==> config.mk <==
export PLATFORM = sky130hd
export DESIGN_NAME = owen_sample_scheduler
export DESIGN_NICKNAME = d
export VERILOG_FILES = /design/src/rtl/owen_sample_scheduler.sv
export SDC_FILE = /design/constraint.sdc
export NUM_CORES = 1
export LEC_CHECK = 0
export BUFFER_PORTS_ARGS = -buffer_cell sky130_fd_sc_hd__buf_2
export CAP_MARGIN = 10
export CORE_MARGIN = 1
export CORE_UTILIZATION = 50
export CTS_CLUSTER_SIZE = 10
export DETAILED_ROUTE_END_ITERATION = 7
export PLACE_DENSITY_LB_ADDON = 0.1
export SYNTH_ARGS = -nofsm -noshare
export SYNTH_HDL_FRONTEND = slang
export SYNTH_SLANG_ARGS = --single-unit
export TNS_END_PERCENT = 100
==> constraint.sdc <==
create_clock -name s00_axis_aclk -period 3.2 [get_ports s00_axis_aclk]
set_input_delay 0.48 -clock s00_axis_aclk [delete_from_list [all_inputs] [get_ports s00_axis_aclk]]
set_output_delay 0.48 -clock s00_axis_aclk [all_outputs]
set_load 0.05 [all_outputs]
==> src/rtl/owen_sample_scheduler.sv <==
// Frame sequencer ahead of the Owen scrambler: credit-metered issue of one beat per sample.
// Optional stall counters are enabled by defining OWEN_SCHED_STATS_EN.
module owen_sample_scheduler #(
  parameter int DIMS       = 2,
  parameter int FRAC_BITS  = 32,
  parameter int INDEX_BITS = 32,
  parameter int SPP_BITS   = 16,
  parameter int CREDITS    = 16
) (
  input  logic                      s00_axis_aclk,
  input  logic                      s00_axis_aresetn,
  input  logic [FRAC_BITS-1:0]      cfg_num_pixels,
  input  logic [SPP_BITS-1:0]       cfg_spp,
  input  logic                      start,
  output logic                      busy,
  output logic                      done,
  input  logic                      s00_axis_tvalid,
  input  logic [DIMS*FRAC_BITS-1:0] s00_axis_tdata,
  output logic                      s00_axis_tready,
  output logic                      m00_axis_tvalid,
  input  logic                      m00_axis_tready,
  output logic [DIMS*FRAC_BITS-1:0] m00_axis_tdata,
  output logic                      m00_axis_tlast,
  output logic [FRAC_BITS-1:0]      pixel_id,
  output logic [FRAC_BITS-1:0]      sample_id,
  output logic [INDEX_BITS-1:0]     sample_index,
  input  logic                      credit_return,
  output logic                      credit_err
`ifdef OWEN_SCHED_STATS_EN
  ,
  output logic [31:0]               stat_stall_credit,
  output logic [31:0]               stat_stall_input
`endif
);

  localparam int DW = DIMS*FRAC_BITS;
  localparam int CW = $clog2(CREDITS+1);
  localparam logic [CW-1:0] C_FULL = CW'(CREDITS);
  localparam logic [CW-1:0] C_ONE  = CW'(1);

  typedef enum logic [1:0] {S_IDLE, S_RUN, S_DRAIN, S_DONE} state_t;

  typedef struct packed {
    logic [DW-1:0]         data;
    logic [FRAC_BITS-1:0]  pixel;
    logic [SPP_BITS-1:0]   sample;
    logic [INDEX_BITS-1:0] index;
    logic                  last;
  } beat_t;

  wire clk   = s00_axis_aclk;
  wire rst_n = s00_axis_aresetn;

  state_t                r_state;
  logic [CW-1:0]         r_credits;
  logic                  r_credit_err;
  logic                  r_busy;
  logic                  r_done;
  logic [FRAC_BITS-1:0]  r_num_pix;
  logic [SPP_BITS-1:0]   r_spp;
  logic [FRAC_BITS-1:0]  r_pix_cnt;
  logic [SPP_BITS-1:0]   r_smp_cnt;
  logic [INDEX_BITS-1:0] r_idx_cnt;
  logic                  r_m_tvalid;
  beat_t                 r_beat;

  logic w_credit_avail;
  logic w_out_free;
  logic w_ready;
  logic w_accept;
  logic w_smp_last;
  logic w_pix_last;

  // A same-cycle credit return covers an issue even when the counter reads zero.
  assign w_credit_avail = (r_credits != '0) || credit_return;
  assign w_out_free     = !r_m_tvalid || m00_axis_tready;
  assign w_ready        = (r_state == S_RUN) && w_credit_avail && w_out_free;
  assign w_accept       = w_ready && s00_axis_tvalid;
  assign w_smp_last     = (r_smp_cnt == r_spp - SPP_BITS'(1));
  assign w_pix_last     = (r_pix_cnt == r_num_pix - FRAC_BITS'(1));

  always_ff @(posedge clk or negedge rst_n) begin
    if (!rst_n) begin
      r_credits    <= C_FULL;
      r_credit_err <= 1'b0;
    end else begin
      unique case ({w_accept, credit_return})
        2'b10: r_credits <= r_credits - C_ONE;
        2'b01: begin
          if (r_credits == C_FULL) r_credit_err <= 1'b1;
          else                     r_credits    <= r_credits + C_ONE;
        end
        default: ;
      endcase
    end
  end

  always_ff @(posedge clk or negedge rst_n) begin
    if (!rst_n) begin
      r_state   <= S_IDLE;
      r_busy    <= 1'b0;
      r_done    <= 1'b0;
      r_num_pix <= '0;
      r_spp     <= '0;
      r_pix_cnt <= '0;
      r_smp_cnt <= '0;
      r_idx_cnt <= '0;
    end else begin
      r_done <= 1'b0;
      unique case (r_state)
        S_IDLE: begin
          if (start) begin
            r_num_pix <= cfg_num_pixels;
            r_spp     <= cfg_spp;
            r_pix_cnt <= '0;
            r_smp_cnt <= '0;
            r_idx_cnt <= '0;
            if (cfg_num_pixels == '0 || cfg_spp == '0) begin
              r_state <= S_DONE;
              r_done  <= 1'b1;
            end else begin
              r_state <= S_RUN;
              r_busy  <= 1'b1;
            end
          end
        end
        S_RUN: begin
          if (w_accept) begin
            r_idx_cnt <= r_idx_cnt + INDEX_BITS'(1);
            if (w_smp_last) begin
              r_smp_cnt <= '0;
              r_pix_cnt <= r_pix_cnt + FRAC_BITS'(1);
              if (w_pix_last) r_state <= S_DRAIN;
            end else begin
              r_smp_cnt <= r_smp_cnt + SPP_BITS'(1);
            end
          end
        end
        S_DRAIN: begin
          if (r_credits == C_FULL) begin
            r_state <= S_DONE;
            r_busy  <= 1'b0;
            r_done  <= 1'b1;
          end
        end
        S_DONE: r_state <= S_IDLE;
        default: r_state <= S_IDLE;
      endcase
    end
  end

  // Sideband is captured with the point so it stays aligned under backpressure.
  always_ff @(posedge clk or negedge rst_n) begin
    if (!rst_n) begin
      r_m_tvalid <= 1'b0;
      r_beat     <= '0;
    end else if (w_accept) begin
      r_m_tvalid    <= 1'b1;
      r_beat.data   <= s00_axis_tdata;
      r_beat.pixel  <= r_pix_cnt;
      r_beat.sample <= r_smp_cnt;
      r_beat.index  <= r_idx_cnt;
      r_beat.last   <= w_smp_last;
    end else if (m00_axis_tready) begin
      r_m_tvalid <= 1'b0;
    end
  end

`ifdef OWEN_SCHED_STATS_EN
  logic [31:0] r_stall_credit;
  logic [31:0] r_stall_input;

  always_ff @(posedge clk or negedge rst_n) begin
    if (!rst_n) begin
      r_stall_credit <= '0;
      r_stall_input  <= '0;
    end else if (r_state == S_IDLE && start) begin
      r_stall_credit <= '0;
      r_stall_input  <= '0;
    end else if (r_state == S_RUN) begin
      if (!w_credit_avail) begin
        if (r_stall_credit != '1) r_stall_credit <= r_stall_credit + 32'd1;
      end else if (!s00_axis_tvalid) begin
        if (r_stall_input != '1) r_stall_input <= r_stall_input + 32'd1;
      end
    end
  end

  assign stat_stall_credit = r_stall_credit;
  assign stat_stall_input  = r_stall_input;
`endif

  assign s00_axis_tready = w_ready;
  assign m00_axis_tvalid = r_m_tvalid;
  assign m00_axis_tdata  = r_beat.data;
  assign m00_axis_tlast  = r_beat.last;
  assign pixel_id        = r_beat.pixel;
  assign sample_id       = FRAC_BITS'(r_beat.sample);
  assign sample_index    = r_beat.index;
  assign busy            = r_busy;
  assign done            = r_done;
  assign credit_err      = r_credit_err;

endmodule
After elaboration in Yosys (flattened, before gate mapping)
Index checks and enable logic that the tools add are counted.
Widths: inputs -> output; s select.
- register bits after elaboration: 284
- bits in latches: 0
- RAM bits: 0
- bits in read-only memories: 0
- input port bits: 118
- memories: 0
- $add $sub $neg: 7
- multipliers: 0
- divide/modulo/power cells: 0
- order comparisons: 0
- eq/ne operators: 15
- shift-type cells: 0
- mux-type cells: 29
- bitwise operators: 0
- reductions and logical operators: 22
- operators with widths (kind ; count):
    $mux 32 ; 4
    $pmux 32 s2 ; 2
    $add 32x1->32 const B ; 2
    $mux 16 ; 3
    $eq 32x32->1 ; 1
    $logic_not 32->1 ; 1
    $pmux 16 s2 ; 1
    $sub 32x1->32 const B ; 1
    $add 16x1->16 const B ; 1
    $eq 16x16->1 ; 1
    $logic_not 16->1 ; 1
    $sub 16x1->16 const B ; 1
    $ne 2x2->1 const B ; 7
    $mux 2 ; 6
    $pmux 5 s2 ; 1
    $mux 1 ; 8
    $pmux 2 s4 ; 1
    $reduce_and 4->1 ; 2
    $reduce_bool 2->1 ; 4
    $eq 2x2->1 const B ; 3
    $reduce_and 2->1 ; 3
    $add 5x1->5 const B ; 1
    $eq 5x5->1 const B ; 1
    $mux 5 ; 1
    10 further kinds ; 16

Depth between registers and ports, before layout
- depth in word-level cells: 8
- depth in mapped cells: 13

Worst setup path after synthesis
No wires, ideal clock.
- path type: register to register
- start point: reg r_num_pix[0]
- end point: reg r_state[1]
- library setup time: 125 ps
- data arrival time: 3098 ps
- path slack: -24 ps
- cell stages (with the launch flop): 13
- path buffers: 1
- period minus slack after synthesis: 3224 ps
- path through: dfrtp_1 -> inv_1 -> ha_1 -> nor4b_1 -> nand3_1 -> clkbuf_1 -> or4_1 -> nand3_1 -> o211ai_1 -> a221oi_1 -> a41o_1 -> nand2_1 -> mux2_4
- word-level cells in the longest chain between the ends: 4
- ends and longest elaborated chain (element ; RTL line ; RTL):
    from (decl) ; 59 ; logic [FRAC_BITS-1:0] r_num_pix;
    from (signal assigned) ; 113 ; r_num_pix <= cfg_num_pixels;
    $sub 32x1->32 ; 80 ; assign w_pix_last = (r_pix_cnt == r_num_pix - FRAC_BITS'(1));
    $eq 32x32->1 ; 80 ;
    $ne 2x2->1 (no line) ; n/a ;
    $reduce_and 5->1 (no line) ; n/a ;
    to (signal assigned) ; 100 ; r_state <= S_IDLE;
    to (signal assigned) ; 119 ; r_state <= S_DONE;
    to (signal assigned) ; 122 ; r_state <= S_RUN;
    to (decl) ; 54 ; state_t r_state;
No other way between the ends.
A chain may end at the register's enable or synchronous reset.

Worst setup path after layout
Same ends and word-level chain as after synthesis.

==> flow_summary.toml <==
[floorplan]
die_h_um = 168.2
die_area_um2 = 28280
rows = 60
start_util_pct = 51.08
dieWidth_um = 168.2
core_area_um2 = 27030
io_pins = 284

[power_and_ir_drop]
vdd_drop_max_mv = 0.5236
pwr-share-clk_pct = 34.3
cellLeakagePower_nw = 8.242
intPower_mw = 6.721
switching_share_pct = 33.06
seqPwrFrac_pct = 42.3
switchingPower_mw = 3.319
power.density_nw_per_um2 = 590.8
totalPowerFinal_mw = 10.04
combPwrFrac_pct = 23.4

[timing]
maxSlewViolCount = 0
max_freq_ghz = 0.3176
fin_crit_ps = 3148
hold_viol = 0
setup_violations = 0
relSlewSlack_pct = 23.01
fin_setup_tns_ps = 0
period_share_pct = 98.38
fin_skew_ps = 11.23
whs_ps = 199.0
worstMarginPinSlew_ps = 1155
setup_slack_ps = 51.74

[cts]
clk_latency_ps = 510
clkTransAtPathRegs_ps = 50
cts_buffers = 35
htree_levels = 2
ctsLongestPathBuffers = 3
cts_root_buffer = "clkbuf_16"
cts_tree = "built"
cts_sinks = 284

[layout]
stdcell_count = 1907
area_growth_pct = 23.09
final_core_util_pct = 62.88
drive_above_1_share_pct = 38.91
final_nets = 1684
design_area_um2 = 16990

[synth]
syn-cell-area_um2 = 13800
avgSynthCellArea_um2 = 11.15
synth_top_area_share_pct = 51.30
ys_seq_elements = 284
synthArstFlopShare_pct = 100.0
yosysWarningCount = 0
ys_top_cells_by_area = "dfrtp_1 (51%), mux2_2 (15%), xnor2_1 (3.2%), xor2_1 (2.7%), nand2_1 (2.4%)"
synth_cell_type_count = 68
synth_ff_type = "dfrtp_1"
yosys.area.top_type = "dfrtp_1"
synthTopCellsByCount = "dfrtp_1 (283), mux2_2 (188), nand2_1 (87), nor2_1 (79), clkbuf_1 (58)"
synth_most_common_cell = "dfrtp_1"
synth_seq_area_share_pct = 51.49
synth-edff-count = 0
synth_cells = 1238

[global_route]
grtUsageTotal_pct = 23.66
grt_pass1_wl_mm = 53.69
grt_pass1_vias = 10282
antenna_found_initial = 1
grt-ovfl-total = 0
grt_max_degree = 89

[hold_path]
min-delay-start = "s00_axis_tdata[16]"
holdCritPathClass = "in2reg"
whs_endpoint = "m00_axis_tdata[16]"
hold_depth = 2

[worst_setup_path]
critPathCaptureType = "register"
crit_type = "reg2reg"
r2r_setup_slack_ps = 50
worstRegToRegCells = 11
r2r_end = "r_state[1]"
crit_fanout = 2
critPathLaunchType = "register"
r2r-start = "r_num_pix[0]"
cp.required_ps = 3590
cp.arrival_ps = 3540

[placed_design]
gp_congestion = 0.8931
place_ws_ps = -44.02
dp_cells = 1856
detailed_place_hpwl_mm = 23.60
detailed_place.area_um2 = 15910
numPortBuffers = 267

[drt]
antenna_left = 0
drt-total-wl_mm = 32.81
drtPass1Iterations = 7
route.detailed.wl_per_inst_um = 17.21
via_count = 10654
drt_iter0_markers = 655
viasPerCell = 5.587
route.detailed.drc = 0

[outcome]
status = "finished clean"

[flow_run]
maxCapViolations = 0
==> how the worst max path moves through the flow <==
| stage | start | endpoint | slack [ps] |
|---|---|---|---|
| after global placement | r_num_pix[12] | r_state[1] | -10 |
| final | r_num_pix[0] | r_state[1] | 50 |
| after global routing | r_num_pix[0] | r_state[1] | -20 |
| after detailed placement | r_num_pix[12] | r_state[1] | -40 |
| after floorplan | r_num_pix[12] | r_state[1] | 30 |
| after CTS | r_num_pix[12] | r_state[1] | 40 |
==> worst max-delay path: stages (launching register included) <==
cell	delay, ps
dfrtp_1	370
inv_1	50
ha_1	150
or4b_4	460
or4_4	420
and3_4	190
o31ai_4	290
o221ai_2	150
nor4_1	290
a41o_1	280
nand2_2	80
mux2_4	300
==> cell families (layout without fill, tap and decap cells) <==
| kind of cell | after synthesis | count (layout) | share of synthesized area, % |
|---|---|---|---|
| xor+xnor | 93 | 93 | 5.900 |
| buf+inv | 104 | 416 | 3.354 |
| other cells | 1 | 17 | 0.02717 |
| flops | 284 | 284 | 51.49 |
| mux | 202 | 202 | 16.39 |
| fa+ha+maj | 12 | 12 | 1.142 |
| simple gates | 410 | 410 | 15.66 |
| compound gates | 132 | 132 | 6.037 |
==> routing by layer <==
layer,global-route usage (%),part of all wire [%],vias up
li1,-,-,5037
met1,32.41,45,5265
met2,39.08,48,304
met3,3.785,5.4,48
met4,6.601,2.0,0
met5,0,0,-
==> layout by cell type, fill, tap and decap left out, types with 33 or more instances in the layout <==
| master | synthesis | layout |
|---|---|---|
| nand3_1 | 40 | 39 |
| o21ai_0 | 40 | 40 |
| nor2_1 | 79 | 78 |
| xor2_1 | 42 | 42 |
| nand2_1 | 87 | 85 |
| dfrtp_1 | 283 | 283 |
| clkbuf_16 | 0 | 36 |
| mux2_2 | 188 | 188 |
| buf_4 | 16 | 74 |
| a21oi_1 | 33 | 33 |
| buf_2 | 4 | 266 |
| xnor2_1 | 51 | 51 |
==> cell type report <==
type / instances / area [um^2]
Antenna cell: 1 / 2.502
Tap cell: 341 / 426.7
Timing Repair Buffer: 346 / 1992
Sequential cell: 284 / 7108
Inverter: 22 / 82.58
Fill cell: 2225 / 10030
Clock inverter: 5 / 40.04
Clock buffer: 43 / 927.1
Multi-Input combinational cell: 865 / 6414
==> power by group through the flow <==
stage	Clock (mW)	Sequential [mW]	Combinational, mW
after floorplan	0	5.19	0.823
after global placement	0	4.29	2.34
after detailed placement	0	4.30	2.37
after CTS	3.53	4.25	2.38
after global routing	3.67	4.30	2.50
final	3.44	4.25	2.35
==> timing repair <==
item                                   CTS  global route
pin swaps                                2             7
gates resized for setup                  2            21
buffers inserted                         0             2
hold buffers                             1             0
setup endpoints to repair                1            15
endpoints found under the hold margin   59             0
gates cloned                             0             0
==> flip-flops by register name (all words and copies together) (netlist names), 32 cells and up <==
register        cells
m00_axis_tdata     64
pixel_id           32
r_idx_cnt          32
r_num_pix          32
r_pix_cnt          32
sample_index       32
(Power assumes the default switching activity.)
